`src/rtl/instr_encode_loader.sv`:
```
// Field-to-word MIPS encoder that streams encoded instructions into imem at
// consecutive addresses; used to preload test programs before the core runs.
module instr_encode_loader #(
    parameter int ADDR_W    = 8,
    parameter int BASE_ADDR = 0
) (
    input  logic              clk,
    input  logic              rst,
    input  logic              start,
    input  logic              in_valid,
    output logic              in_ready,
    input  logic [3:0]        in_op,
    input  logic [4:0]        in_rs,
    input  logic [4:0]        in_rt,
    input  logic [4:0]        in_rd,
    input  logic [15:0]       in_imm16,
    input  logic [25:0]       in_index,
    input  logic              in_last,
    output logic              imem_we,
    output logic [ADDR_W-1:0] imem_addr,
    output logic [31:0]       imem_wdata,
    output logic              busy,
    output logic              done,
    output logic              full,
    output logic              err
);

    typedef enum logic [1:0] {IDLE, LOAD, DONE} state_e;

    localparam logic [ADDR_W-1:0] BASE = ADDR_W'(BASE_ADDR);

    state_e            state_q, state_d;
    logic [ADDR_W-1:0] ptr_q, ptr_d;
    logic [ADDR_W-1:0] addr_q, addr_d;
    logic [31:0]       wdata_q, wdata_d;
    logic              full_q, full_d;
    logic              stopPend_q, stopPend_d;
    logic              we_q, we_d;
    logic              err_q, err_d;

    logic [31:0]       encWord;
    logic              opValid;
    logic              accept;
    logic              atMax;

    always_comb begin
        encWord = '0;
        opValid = 1'b1;
        case (in_op)
            4'd0:    encWord = {6'h00, in_rs, in_rt, in_rd, 5'd0, 6'h20};
            4'd1:    encWord = {6'h00, in_rs, in_rt, in_rd, 5'd0, 6'h21};
            4'd2:    encWord = {6'h00, in_rs, in_rt, in_rd, 5'd0, 6'h24};
            4'd3:    encWord = {6'h00, in_rs, in_rt, in_rd, 5'd0, 6'h25};
            4'd4:    encWord = {6'h00, in_rs, in_rt, in_rd, 5'd0, 6'h27};
            4'd5:    encWord = {6'h00, in_rs, in_rt, in_rd, 5'd0, 6'h22};
            4'd6:    encWord = {6'h08, in_rs, in_rt, in_imm16};
            4'd7:    encWord = {6'h0C, in_rs, in_rt, in_imm16};
            4'd8:    encWord = {6'h04, in_rs, in_rt, in_imm16};
            4'd9:    encWord = {6'h23, in_rs, in_rt, in_imm16};
            4'd10:   encWord = {6'h2B, in_rs, in_rt, in_imm16};
            4'd11:   encWord = {6'h02, in_index};
            default: opValid = 1'b0;
        endcase
    end

    assign busy     = (state_q == LOAD);
    assign done     = (state_q == DONE);
    assign full     = full_q;
    assign in_ready = busy && !stopPend_q;
    assign accept   = in_valid && in_ready;
    assign atMax    = (ptr_q == {ADDR_W{1'b1}});

    // rst masks the registered strobes so a write already staged for this
    // cycle never reaches imem while reset is being applied.
    assign imem_we    = we_q && !rst;
    assign err        = err_q && !rst;
    assign imem_addr  = addr_q;
    assign imem_wdata = wdata_q;

    always_comb begin
        state_d    = state_q;
        ptr_d      = ptr_q;
        addr_d     = addr_q;
        wdata_d    = wdata_q;
        full_d     = full_q;
        stopPend_d = stopPend_q;
        we_d       = 1'b0;
        err_d      = 1'b0;
        case (state_q)
            IDLE, DONE: begin
                if (start) begin
                    state_d    = LOAD;
                    ptr_d      = BASE;
                    full_d     = 1'b0;
                    stopPend_d = 1'b0;
                end
            end
            LOAD: begin
                // The final write drains one cycle before the session closes.
                if (stopPend_q) begin
                    state_d    = DONE;
                    stopPend_d = 1'b0;
                end else if (accept) begin
                    if (opValid) begin
                        we_d    = 1'b1;
                        addr_d  = ptr_q;
                        wdata_d = encWord;
                        if (atMax) begin
                            full_d     = 1'b1;
                            stopPend_d = 1'b1;
                        end else begin
                            ptr_d = ptr_q + ADDR_W'(1);
                        end
                    end else begin
                        err_d = 1'b1;
                    end
                    if (in_last) begin
                        stopPend_d = 1'b1;
                    end
                end
            end
            default: state_d = IDLE;
        endcase
    end

    always_ff @(posedge clk) begin
        if (rst) begin
            state_q    <= IDLE;
            ptr_q      <= BASE;
            addr_q     <= '0;
            wdata_q    <= '0;
            full_q     <= 1'b0;
            stopPend_q <= 1'b0;
            we_q       <= 1'b0;
            err_q      <= 1'b0;
        end else begin
            state_q    <= state_d;
            ptr_q      <= ptr_d;
            addr_q     <= addr_d;
            wdata_q    <= wdata_d;
            full_q     <= full_d;
            stopPend_q <= stopPend_d;
            we_q       <= we_d;
            err_q      <= err_d;
        end
    end

endmodule

```
`config.mk`:
```
export PLATFORM = sky130hd
export DESIGN_NAME = instr_encode_loader
export DESIGN_NICKNAME = d
export VERILOG_FILES = /design/src/rtl/instr_encode_loader.sv
export SDC_FILE = /design/constraint.sdc
export NUM_CORES = 1
export LEC_CHECK = 0
export ABC_AREA = 1
export BUFFER_PORTS_ARGS = -buffer_cell sky130_fd_sc_hd__buf_2
export CAP_MARGIN = 25
export CORE_UTILIZATION = 32
export DETAILED_ROUTE_END_ITERATION = 6
export GPL_TIMING_DRIVEN = 0
export PLACE_DENSITY = 0.55
export SYNTH_ARGS = -nofsm -noshare
export SYNTH_HDL_FRONTEND = slang
export SYNTH_SLANG_ARGS = --single-unit
```
`constraint.sdc`:
```
create_clock -name clk -period 1.75 [get_ports clk]
set_input_delay 0.4375 -clock clk [delete_from_list [all_inputs] [get_ports clk]]
set_output_delay 0.4375 -clock clk [all_outputs]
set_load 0.02 [all_outputs]
```
**Word level (Yosys, flattened, before mapping)**

Index checks and enable logic that the tools add are counted.
W data, S select, Z words.

- Input bits: 66
- Register bits after elaboration: 54
- Output and inout port bits: 46
- Logic and storage cells: 75

- Reduce and logical (&&, ||, !) cells: 17
- Equal/unequal tests: 21
- Muxes and demuxes: 25
- Add/sub/neg operators: 1
- Bitwise gates (word level): 3

Operator list:

| cell | count |
|---|---|
| $pmux W32 S12 | 1 |
| $mux W8 | 5 |
| $eq A4 B3 Y1 const B | 4 |
| $eq A4 B4 Y1 const B | 4 |
| $pmux W8 S2 | 1 |
| $mux W1 | 13 |
| $reduce_and A6 Y1 | 2 |
| $reduce_or A12 Y1 | 1 |
| $add A8 B1 Y8 const B | 1 |
| $eq A4 B2 Y1 const B | 2 |
| $eq A8 B8 Y1 const B | 1 |
| $ne A2 B1 Y1 const B | 4 |
| $ne A2 B2 Y1 const B | 3 |
| $eq A4 B1 Y1 const B | 1 |
| $logic_and A1 B1 Y1 | 4 |
| $logic_not A4 Y1 | 1 |
| $mux W2 | 2 |
| $pmux W1 S2 | 2 |
| $pmux W2 S2 | 1 |
| $reduce_and A2 Y1 | 2 |
| $reduce_and A4 Y1 | 1 |
| $reduce_or A4 Y1 | 1 |
| $not A1 Y1 | 3 |
| $eq A2 B1 Y1 const B | 1 |
| 5 further kinds | 6 |

**Logic depth before layout (Yosys ltp)**

- Depth after elaboration: 8
- Gate-level depth with buffers: 9
- Mapped depth without buffers: 9

**Worst setup path before layout**

Ideal clock, no wire load.

- Kind: in2out
- From: in rst
- To: out err
- Required time: 1.312 ns
- Path slack: 0.221 ns
- Arrival: 1.091 ns
- Path buffers: 2
- Stages: 3
- Path through: clkbuf_1 clkbuf_1 nor2_1

- Longest elaborated chain between the ends: 2

RTL lines:

| item | RTL line | RTL |
|---|---|---|
| start: declaration | 8 | `input logic rst,` |
| $logic_not A1 Y1 | 76 | `assign err = err_q && !rst;` |
| $logic_and A1 B1 Y1 | 76 |  |
| end: declaration | 25 | `output logic err` |

Every way passes these cells.

**Worst setup path in the final report**

- From: in rst
- To: out imem_we

- Longest elaborated chain between the ends: 2

RTL lines:

| item | RTL line | RTL |
|---|---|---|
| $logic_not A1 Y1 | 75 | `assign imem_we = we_q && !rst;` |
| $logic_and A1 B1 Y1 | 75 |  |
| end: declaration | 19 | `output logic imem_we,` |

Every way passes these cells.

==> flow_summary_export.csv <==
group,metric,value,unit
sta,min_period,1.70,ns
routing,drtIter0Drc,111,
routing,wl_met1,3440,um
final_layout,syn2layout_area_growth,29.1,%
sta,hold_viol,0,
clocking,clock-sinks,52,
logic_synthesis,avgSynthCellArea,6.91,um^2
floorplan,initial_core_util,33.6,%
floorplan,die_area,8620,um^2
logic_synthesis,synthFlopType,"dfxtp_1",
place,gp_congestion,0.841,
logic_synthesis,syn_area,2640,um^2
routing,vias,2799,
routing,drc,0,
clocking,cts_root_buf,"clkbuf_8",
clocking,cts_buffers,5,
grt,grt_pass1_wl,12000,um
logic_synthesis,ys_async_sr_fraction,0,%
clocking,cts_max_path_buffers,2,
routing,wl_met2,3400,um
grt,grt_max_degree,18,
clocking,clock_latency,0.30,ns
power_and_ir_drop,vdd_drop_max,0.350,mV
sta,rsz0062_at_grt,"no",
worst_setup_path,cp_data_arrival_time,1.26,ns
grt,overflow,0,
floorplan,ios,112,
floorplan,fp.coreArea,7850,um^2
routing,top_layer,"met4",
worst_setup_path,startpoint_type,"input port",
worst_setup_path,cp-end-kind,"output port",
grt,antenna_found_initial,0,
worst_setup_path,critPathKind,"input port to output port",
sta,maxSlewViolCount,0,
logic_synthesis,synth_nets,449,
logic_synthesis,synthTopCellsByArea,"dfxtp_1 (39%), nand2_1 (12%), a21oi_1 (8.0%), o21ai_1 (6.8%), nor2_1 (6.4%)",
worst_setup_path,required,1.31,ns
logic_synthesis,synth_cell_type_count,31,
clocking,path_clk_slew,0.10,ns
routing,wl_met3,402,um
place,dp_hpwl,5680,um
floorplan,rows,32,
worst_setup_path,cp_max_fo,10,
place,port_buffers,109,
routing,viasPerCell,4.66,
floorplan,die_w,92.8,um
logic_synthesis,synth_top_cell_area_share,39.4,%
final_layout,nNetsFinal,565,
logic_synthesis,yosys_warnings,0,
sta,setup_ws,0.0548,ns
routing,wl_per_cell,12.2,um
grt,track_usage,17.5,%
clocking,cts_tree,"yes",
final_layout,finalInstanceArea,3410,um^2
logic_synthesis,synth_commonest_cells,"nand2_1 (82), dfxtp_1 (52), nor2_1 (45)",
logic_synthesis,yosysTopAreaCell,"dfxtp_1",
floorplan,die_y,92.8,um
logic_synthesis,synth_most_common_cell,"nand2_1",
power_and_ir_drop,leakagePower,1.69,nW
grt,first_global_vias,2548,
sta,tightest_slew,0.521,ns
place,place_area,3310,um^2
place,pre_cts_ws,-0.205,ns
sta,fmax,590,MHz
sta,setup_viol_count_final,0,
power_and_ir_drop,power,2.45,mW
routing,ant_nets,0,
logic_synthesis,synth-edff-count,0,
power_and_ir_drop,powerDensity,719,nW/um^2
run,cap_violations,0,
worst_hold_path,hold_path_class,"input port to register",
routing,wl,7350,um
final_layout,post-route-util,43.4,%
final_layout,antenna_cells,0,
sta,fin_crit_sh,96.9,%
logic_synthesis,ys_seq_elements,52,
sta,max_slew_margin,65.3,%
logic_synthesis,synth-seq-area-share,39.4,%
clocking,htreeDepth,2,
final_layout,drive_above_1_share,32.5,%
routing,firstDrtPassIters,4,
outcome,status,"finished clean",
sta,worst_clock_skew,0.00493,ns
logic_synthesis,syn-instance-count,382,
## cells in the final DEF, fill, tap and decap left out, types with 2 or more instances in the layout
| cell | netlist | routed |
|---|---|---|
| nand3_1 | 14 | 14 |
| nor2_4 | 3 | 3 |
| a22oi_2 | 7 | 7 |
| inv_1 | 41 | 40 |
| buf_4 | 8 | 8 |
| clkbuf_8 | 0 | 5 |
| nor2_1 | 45 | 45 |
| a21oi_2 | 4 | 4 |
| nor2_2 | 2 | 2 |
| inv_2 | 4 | 5 |
| o21ai_0 | 12 | 12 |
| a21oi_1 | 42 | 42 |
| nand2_2 | 5 | 6 |
| nand2_1 | 82 | 81 |
| buf_2 | 3 | 112 |
| nand3_2 | 2 | 2 |
| clkbuf_1 | 5 | 4 |
| dfxtp_1 | 52 | 52 |
| nor3_1 | 3 | 3 |
| o21ai_1 | 36 | 36 |
## cell type report
type / count / area (um^2)
Buffer: 18 / 118
Clock buffer: 5 / 68.8
Clock inverter: 3 / 21.3
Fill cell: 846 / 4440
Inverter: 45 / 169
Multi-Input combinational cell: 267 / 1320
Sequential cell: 52 / 1040
Tap cell: 102 / 128
Timing Repair Buffer: 109 / 546
## critical path, stage by stage
cell	delay (ns)
clkbuf_1	0.28
clkbuf_4	0.30
nor2_1	0.08
buf_2	0.16
## metal layers
metal	up-vias	GRT usage, %
li1	1462	-
met1	1248	22.7
met2	79	29.6
met3	10	3.28
met4	0	4.49
met5	-	0
## state kept, by name, indices dropped and copies added, names as in the netlist
register	cells
full	1
state_q	2
stopPend_q	1
imem_addr	8
ptr_q	8
we_q	1
imem_wdata	30
err_q	1
## what timing repair did
action | in CTS | in global routing
gates resized for setup | 3 | 1
setup buffers | 0 | 0
hold buffers | 0 | 0
endpoints found under the setup margin | 3 | 1
## final timing paths
path	from	to	slack [ns]	cells after the start
worst min-delay path	in_imm16[5]	imem_wdata[5]$_SDFFE_PP0P_	0.40	3
worst max register to register	ptr_q[1]$_SDFFE_PP0P_	ptr_q[3]$_SDFFE_PP0P_	0.19	7
worst min register to register	imem_wdata[27]$_SDFFE_PP0P_	imem_wdata[27]$_SDFFE_PP0P_	0.47	2
worst max-delay path	rst	imem_we	0.05	4
## power by group
part           switching [mW]  total [mW]  internal, mW
combinational           0.307       0.492         0.185
sequential             0.0274        1.26          1.23
clock                   0.413       0.698         0.285
## per-stage QoR
| step | setup TNS [ns] | hold slack, ns | cells |
|---|---|---|---|
| global placement | -0.505 | 0.449 | 593 |
| global route | 0 | 0.396 | 601 |
| detailed placement | -0.754 | 0.451 | 593 |
| finish | 0 | 0.400 | 601 |
| floorplan | 0 | 0.463 | 382 |
| CTS | 0 | 0.386 | 601 |
## logic make-up (layout without fill, tap and decap cells)
group / after synthesis / in the layout / share of synthesized area, %
buf+inv: 63 / 180 / 10.7
flops: 52 / 52 / 39.4
other cells: 1 / 1 / 0.142
fa+ha+maj: 1 / 1 / 0.474
compound gates: 105 / 105 / 22.9
simple gates: 160 / 160 / 26.4
No activity file was read; power rests on OpenSTA's default activity.
